### config.mk
export PLATFORM = sky130hd
export DESIGN_NAME = mul_sigcalc
export DESIGN_NICKNAME = d
export VERILOG_FILES = /design/src/rtl/fp_mul_pkg.sv /design/src/rtl/booth_pp_sel.sv /design/src/rtl/ksa.sv /design/src/rtl/mul_sigcalc.sv
export SDC_FILE = /design/constraint.sdc
export NUM_CORES = 1
export LEC_CHECK = 0
export ABC_AREA = 1
export CORE_MARGIN = 1.5
export CORE_UTILIZATION = 38
export DETAILED_ROUTE_END_ITERATION = 10
export DONT_BUFFER_PORTS = 1
export HOLD_SLACK_MARGIN = 0.1
export SLEW_MARGIN = 40
export SYNTH_ARGS = -nofsm -noshare
export SYNTH_HDL_FRONTEND = slang
export SYNTH_SLANG_ARGS = --single-unit
### constraint.sdc
create_clock -name clk -period 5.4 [get_ports clk]
set_clock_uncertainty 0.05 [all_clocks]
set_input_delay 0.54 -clock clk [delete_from_list [all_inputs] [get_ports clk]]
set_output_delay 0.54 -clock clk [all_outputs]
set_load 0.01 [all_outputs]
### src/rtl/fp_mul_pkg.sv
// Shared types and helpers for the FP significand multiplier.
package fp_mul_pkg;

  // Radix-4 Booth digit selected from a 3-bit multiplier window.
  typedef enum logic [2:0] {
    ZERO,
    POS1,
    POS2,
    NEG1,
    NEG2
  } booth_digit_t;

  typedef enum logic [1:0] {
    IDLE,
    BUSY,
    FINISH
  } state_t;

  // One Booth digit retires two multiplier bits; the multiplier is widened
  // by two zero bits so the top digit never sees a sign.
  function automatic int steps_f(input int sw);
    return (sw + 3) / 2;
  endfunction

endpackage

### src/rtl/booth_pp_sel.sv
// Radix-4 Booth recode and partial-product select (digit * Xr, sign-extended).
module booth_pp_sel
  import fp_mul_pkg::*;
#(
  parameter int sig_width = 23
) (
  input  logic [2:0]           win_i,
  input  logic [sig_width:0]   xr_i,
  output logic [sig_width+3:0] pp_o
);

  localparam int AW = sig_width + 4;

  booth_digit_t  dig;
  logic [3:0]    sel;
  logic [AW-1:0] x1, x2;

  // Window {b[i+1], b[i], b[i-1]} maps to digit -2*b[i+1] + b[i] + b[i-1].
  always_comb begin
    dig = ZERO;
    case (win_i)
      3'b001, 3'b010: dig = POS1;
      3'b011:         dig = POS2;
      3'b100:         dig = NEG2;
      3'b101, 3'b110: dig = NEG1;
      default:        dig = ZERO;
    endcase
  end

  assign x1  = {3'b000, xr_i};
  assign x2  = {2'b00, xr_i, 1'b0};
  assign sel = {dig == NEG2, dig == NEG1, dig == POS2, dig == POS1};

  // One-hot AND-OR mux; ZERO leaves every select low.
  assign pp_o = ({AW{sel[0]}} & x1)
              | ({AW{sel[1]}} & x2)
              | ({AW{sel[2]}} & (-x1))
              | ({AW{sel[3]}} & (-x2));

endmodule

### src/rtl/ksa.sv
// Kogge-Stone adder, modulo 2^W (no carry in/out).
module ksa #(
  parameter int W = 27
) (
  input  logic [W-1:0] a_i,
  input  logic [W-1:0] b_i,
  output logic [W-1:0] sum_o
);

  localparam int L = $clog2(W);

  // Prefix levels 0..L-1 keep generate and propagate; the last level only
  // needs the group generate, so it is built separately below.
  for (genvar l = 0; l < L; l++) begin : lvl
    logic [W-1:0] g;
    logic [W-1:0] p;
    if (l == 0) begin : g_init
      assign g = a_i & b_i;
      assign p = a_i ^ b_i;
    end else begin : g_comb
      localparam int D = 1 << (l - 1);
      assign g = lvl[l-1].g | (lvl[l-1].p & (lvl[l-1].g << D));
      assign p = lvl[l-1].p & (lvl[l-1].p << D);
    end
  end

  localparam int DF = 1 << (L - 1);
  logic [W-1:0] gf;

  assign gf    = lvl[L-1].g | (lvl[L-1].p & (lvl[L-1].g << DF));
  assign sum_o = lvl[0].p ^ (gf << 1);

endmodule

### src/rtl/mul_sigcalc.sv
// Iterative radix-4 Booth significand multiplier with normalized G/R/S output.
module mul_sigcalc
  import fp_mul_pkg::*;
#(
  parameter int sig_width = 23
) (
  input  logic                 clk,
  input  logic                 resetn,
  input  logic                 enable,
  input  logic                 start,
  input  logic [sig_width:0]   x,
  input  logic [sig_width:0]   y,
  output logic                 busy,
  output logic                 done,
  output logic [sig_width:0]   quotient,
  output logic                 guard_bit,
  output logic                 round_bit,
  output logic                 sticky_bit,
  output logic                 count
);

  localparam int W     = sig_width + 1;
  localparam int STEPS = steps_f(sig_width);
  localparam int AW    = sig_width + 4;   // signed accumulator
  localparam int MW    = sig_width + 4;   // multiplier incl. implicit 0 below LSB
  localparam int LW    = 2 * STEPS;       // low product bits shifted out of acc
  localparam int PW    = 2 * W;
  localparam int SCW   = $clog2(STEPS + 1);

  state_t         state_q;
  logic [W-1:0]   xr_q;
  logic [MW-1:0]  mr_q;
  logic [AW-1:0]  acc_q, acc_d, pp, sum;
  logic [LW-1:0]  low_q, low_d;
  logic [SCW-1:0] step_q;
  logic           busy_q, done_q, g_q, r_q, s_q, cnt_q;
  logic [W-1:0]   quot_q;
  logic [PW-1:0]  p, pn;

  booth_pp_sel #(.sig_width(sig_width)) u_pp (
    .win_i (mr_q[2:0]),
    .xr_i  (xr_q),
    .pp_o  (pp)
  );

  ksa #(.W(AW)) u_add (
    .a_i   (acc_q),
    .b_i   (pp),
    .sum_o (sum)
  );

  // Arithmetic shift of {acc, low} by one radix-4 digit.
  assign acc_d = {{2{sum[AW-1]}}, sum[AW-1:2]};
  assign low_d = {sum[1:0], low_q[LW-1:2]};

  // Final accumulator is nonnegative and below 2^(PW-LW), so the raw product
  // is just its low bits stacked on the shifted-out bits.
  assign p  = {acc_q[PW-LW-1:0], low_q};
  assign pn = p[PW-1] ? p : {p[PW-2:0], 1'b0};

  // Control FSM plus datapath state; everything holds while enable is low.
  always_ff @(posedge clk or negedge resetn) begin
    if (!resetn) begin
      state_q <= IDLE;
      xr_q    <= '0;
      mr_q    <= '0;
      acc_q   <= '0;
      low_q   <= '0;
      step_q  <= '0;
      busy_q  <= 1'b0;
      done_q  <= 1'b0;
      quot_q  <= '0;
      g_q     <= 1'b0;
      r_q     <= 1'b0;
      s_q     <= 1'b0;
      cnt_q   <= 1'b0;
    end else if (enable) begin
      done_q <= 1'b0;
      case (state_q)
        IDLE: begin
          if (start) begin
            xr_q    <= x;
            mr_q    <= {2'b00, y, 1'b0};
            acc_q   <= '0;
            low_q   <= '0;
            step_q  <= '0;
            busy_q  <= 1'b1;
            state_q <= BUSY;
          end
        end
        BUSY: begin
          acc_q  <= acc_d;
          low_q  <= low_d;
          mr_q   <= {2'b00, mr_q[MW-1:2]};
          step_q <= step_q + SCW'(1);
          if (step_q == SCW'(STEPS - 1)) state_q <= FINISH;
        end
        FINISH: begin
          quot_q  <= pn[PW-1 -: W];
          g_q     <= pn[W-1];
          r_q     <= pn[W-2];
          s_q     <= |pn[W-3:0];
          cnt_q   <= p[PW-1];
          done_q  <= 1'b1;
          busy_q  <= 1'b0;
          state_q <= IDLE;
        end
        default: state_q <= IDLE;
      endcase
    end
  end

  assign busy       = busy_q;
  assign done       = done_q;
  assign quotient   = quot_q;
  assign guard_bit  = g_q;
  assign round_bit  = r_q;
  assign sticky_bit = s_q;
  assign count      = cnt_q;

endmodule

==> flow_summary.toml <==
[floorplanning]
core_area_um2 = 21960
die_area_um2 = 23380
start_util_pct = 38.89
row_count = 54
dieWidth_um = 152.9
dieHeight_um = 152.9
pin_count = 82

[logic_synthesis]
yosysWarningCount = 0
ys_ff_latch = 136
ys_async_sr_fraction_pct = 100.0
synth_edf_count = 0
yosysMostFrequentCell = "nand2_1"
synthCells = 1188
synth_top_area_cell = "dfrtp_1"
avgSynthCellArea_um2 = 7.188
synthTopCellsByCount = "nand2_1, inv_1, dfrtp_1"
synth_top_area_share_pct = 39.85
synth.area.top_cells = "dfrtp_1, nand2_1, o21ai_0, inv_1, ha_1"
ys_seq_area_share_pct = 39.85
synth_nets = 1273
synth_flop_cell = "dfrtp_1"
synth_cell_types = 47
syn-cell-area_um2 = 8539

[routing]
met2_length_mm = 9.035
first_pass_iters = 10
wl_met3_mm = 1.463
ant_nets = 0
drt_iter0_drc = 639
drc = 10
wl_met1_mm = 11.33
drt-vias-per-instance = 5.165
highest-signal-layer = "met4"
wl_per_cell_um = 15.13
drt_wl_total_mm = 22.18
num_vias = 7572

[pwr]
p_switching_mw = 3.277
seq_power_share_pct = 28.6
p_sw_share_pct = 49.90
intPower_mw = 3.291
irDropWorstVdd_mv = 0.2538
p_comb_share_pct = 54.1
powerDensity_nw_per_um2 = 703.9
p_clk_share_pct = 17.3
p_leak_nw = 4.371

[sta]
period_share_pct = 63.03
slew_headroom_pct = 54.20
tightest_slew_ps = 687.0
fin_setup_tns_ps = 0
setup_viol = 0
hold_viol = 0
clock.fmax_ghz = 0.2938
drv_slew = 0
period_minus_slack_ps = 3403
rsz0062_at_grt = "false"

[hold_path]
hp-class = "in2reg"

[global_routing]
grt_pass1_wl_mm = 36.75
grt_pass1_vias = 6979
grt_max_degree = 137
antenna_found_initial = 0
grt.total_usage_pct = 19.62
overflow = 0

[cts]
numCtsBuffers = 17
clk_pin_slew_worst_paths_ps = 70
cts_resized = 0
cts_buffer_depth = 2
cts-hold-fix-buffers = 2
root_buffer = "clkbuf_16"
post_cts_buffers = 0
worstSkewPairLatency_ps = 430
cts_tree = "done"
htree_levels = 4
clock_sinks = 136

[setup_path]
crit_type = "reg2reg"
worstSetupEndpointType = "flip-flop"
path_max_fanout = 13
slowest_stage = "nor2_2"
arrival_ps = 3690
cp_data_required_time_ps = 5690
worstPathCellList = "inv_1 -> nand2_1 -> nand2_1 -> nor2_2 -> inv_1 -> o22ai_1 -> a31oi_1 -> o21ai_0 -> ha_1 -> a21oi_1 -> nand2_1 -> nand2_1 -> nand3_1 -> nand3_1 -> nand2_1 -> nand2_1 -> nand2_1 -> o21ai_0"
crit_top_cell = "nand2_1"
critPathLaunchType = "flip-flop"
cpPeakStageDelay_ps = 440

[finish]
drive_gt1_share_pct = 5.818
register_area_um2 = 3403
nFillCells = 2247
antenna_cells = 0
multi_input_area_um2 = 4340
fin_nets = 1258
area_growth_syn_to_layout_pct = 9.260
fin_area_um2 = 9330

[flow_run]
maxCapViolations = 0

[placement]
gp_congestion = 0.9853
portBuffers = 0
place_area_um2 = 8725
hpwl_mm = 16.06

[run_status]
status = "complete, but fails checks"
violations = "DRC"
power groups by stage:
stage | Clock, mW | Sequential, mW | Combinational [mW]
2_1_floorplan | 0 | 1.78 | 2.73
3_3_place_gp | 0 | 1.89 | 3.46
3_5_place_dp | 0 | 1.89 | 3.48
4_1_cts | 1.16 | 1.88 | 3.52
5_1_grt | 1.20 | 1.94 | 4.07
6_report | 1.13 | 1.88 | 3.55
cell families (layout without fill, tap and decap cells):
kind of cell | count (synthesis) | in the layout | share of synthesized area [%]
AOI/OAI and AO/OA | 248 | 248 | 16.53
and+or+nand+nor | 559 | 559 | 27.85
xor gates and xnor gates | 14 | 14 | 1.436
adders and majority gates | 33 | 33 | 4.923
buffers and inverters | 198 | 196 | 9.407
DFF | 136 | 136 | 39.85
cell type report:
cell class | instances | share of cell area [%]
flip-flops and latches | 136 | 36.48
clock inverters | 12 | 1.234
multi-input cells | 854 | 46.52
well taps | 280 | 3.755
inverters | 156 | 6.303
clock buffers | 20 | 4.787
repair buffers | 8 | 0.9253
critical path, delay by kind of cell (launching register included):
kind / cells / cell delay [ps]
buf+inv: 2 / 400
flops: 1 / 340
compound gates: 5 / 890
simple gates: 10 / 1300
fa+ha+maj: 1 / 340
state kept, by name (all words and copies together) (netlist names):
| signal | cells |
|---|---|
| xr_q | 24 |
| done | 1 |
| low_q | 26 |
| count | 1 |
| step_q | 4 |
| guard_bit | 1 |
| busy | 1 |
| mr_q | 25 |
| state_q | 2 |
| sticky_bit | 1 |
| acc_q | 25 |
| round_bit | 1 |
| quotient | 24 |
path summary, 6_finish.rpt:
kind	start	endpoint	slack (ps)	depth (start not counted)
setup / recovery	mr_q[0]$_DFFE_PN0P_	acc_q[16]$_DFFE_PN0P_	2000	18
hold reg to reg	low_q[0]$_DFFE_PN0P_	low_q[0]$_DFFE_PN0P_	450	2
min in group asynchronous	resetn	xr_q[2]$_DFFE_PN0P_	710	2
max in group asynchronous	resetn	acc_q[15]$_DFFE_PN0P_	4050	2
setup reg to reg	mr_q[0]$_DFFE_PN0P_	acc_q[16]$_DFFE_PN0P_	2000	18
hold / removal	x[18]	xr_q[18]$_DFFE_PN0P_	160	2
routing by layer:
metal | vias to the layer above | global-route usage, %
met5 | - | 0
met4 | 0 | 5.836
met1 | 3432 | 30.40
met3 | 30 | 3.544
met2 | 245 | 27.40
li1 | 3865 | -
stage by stage:
| step | instances | hold slack [ps] | utilization [%] | total power, mW | setup slack, ps |
|---|---|---|---|---|---|
| global placement | 1432 | 197.5 | 39.73 | 5.348 | 1779 |
| detailed placement | 1432 | 197.8 | 39.73 | 5.373 | 1729 |
| CTS | 1466 | 151.5 | 42.46 | 6.558 | 1712 |
| global route | 1466 | 163.9 | 42.49 | 7.208 | 1566 |
| floorplan | 1188 | 194.4 | - | 4.509 | 2622 |
| finish | 1466 | 164.1 | 42.49 | 6.568 | 1997 |
placed cells by master, fill, tap and decap left out, types with 3 or more instances in the layout:
master	instances
o2111ai_1	7
nand3b_1	4
a21oi_1	36
o211ai_1	23
a31oi_1	3
nor3_1	4
inv_1	148
o21ai_1	11
inv_2	6
o22ai_1	35
inv_6	5
nor2_2	6
o21bai_1	6
xnor2_1	3
nor2_1	87
o21ai_0	120
clkinvlp_4	3
nand4_1	21
nand2_1	360
clkbuf_16	17
buf_4	5
nand2_2	3
nand3_2	5
nand3_1	53
dfrtp_1	136
ha_1	32
xor2_1	11
nor2_4	4
and2_1	3
Note: power is estimated with default switching activity, not from simulation.
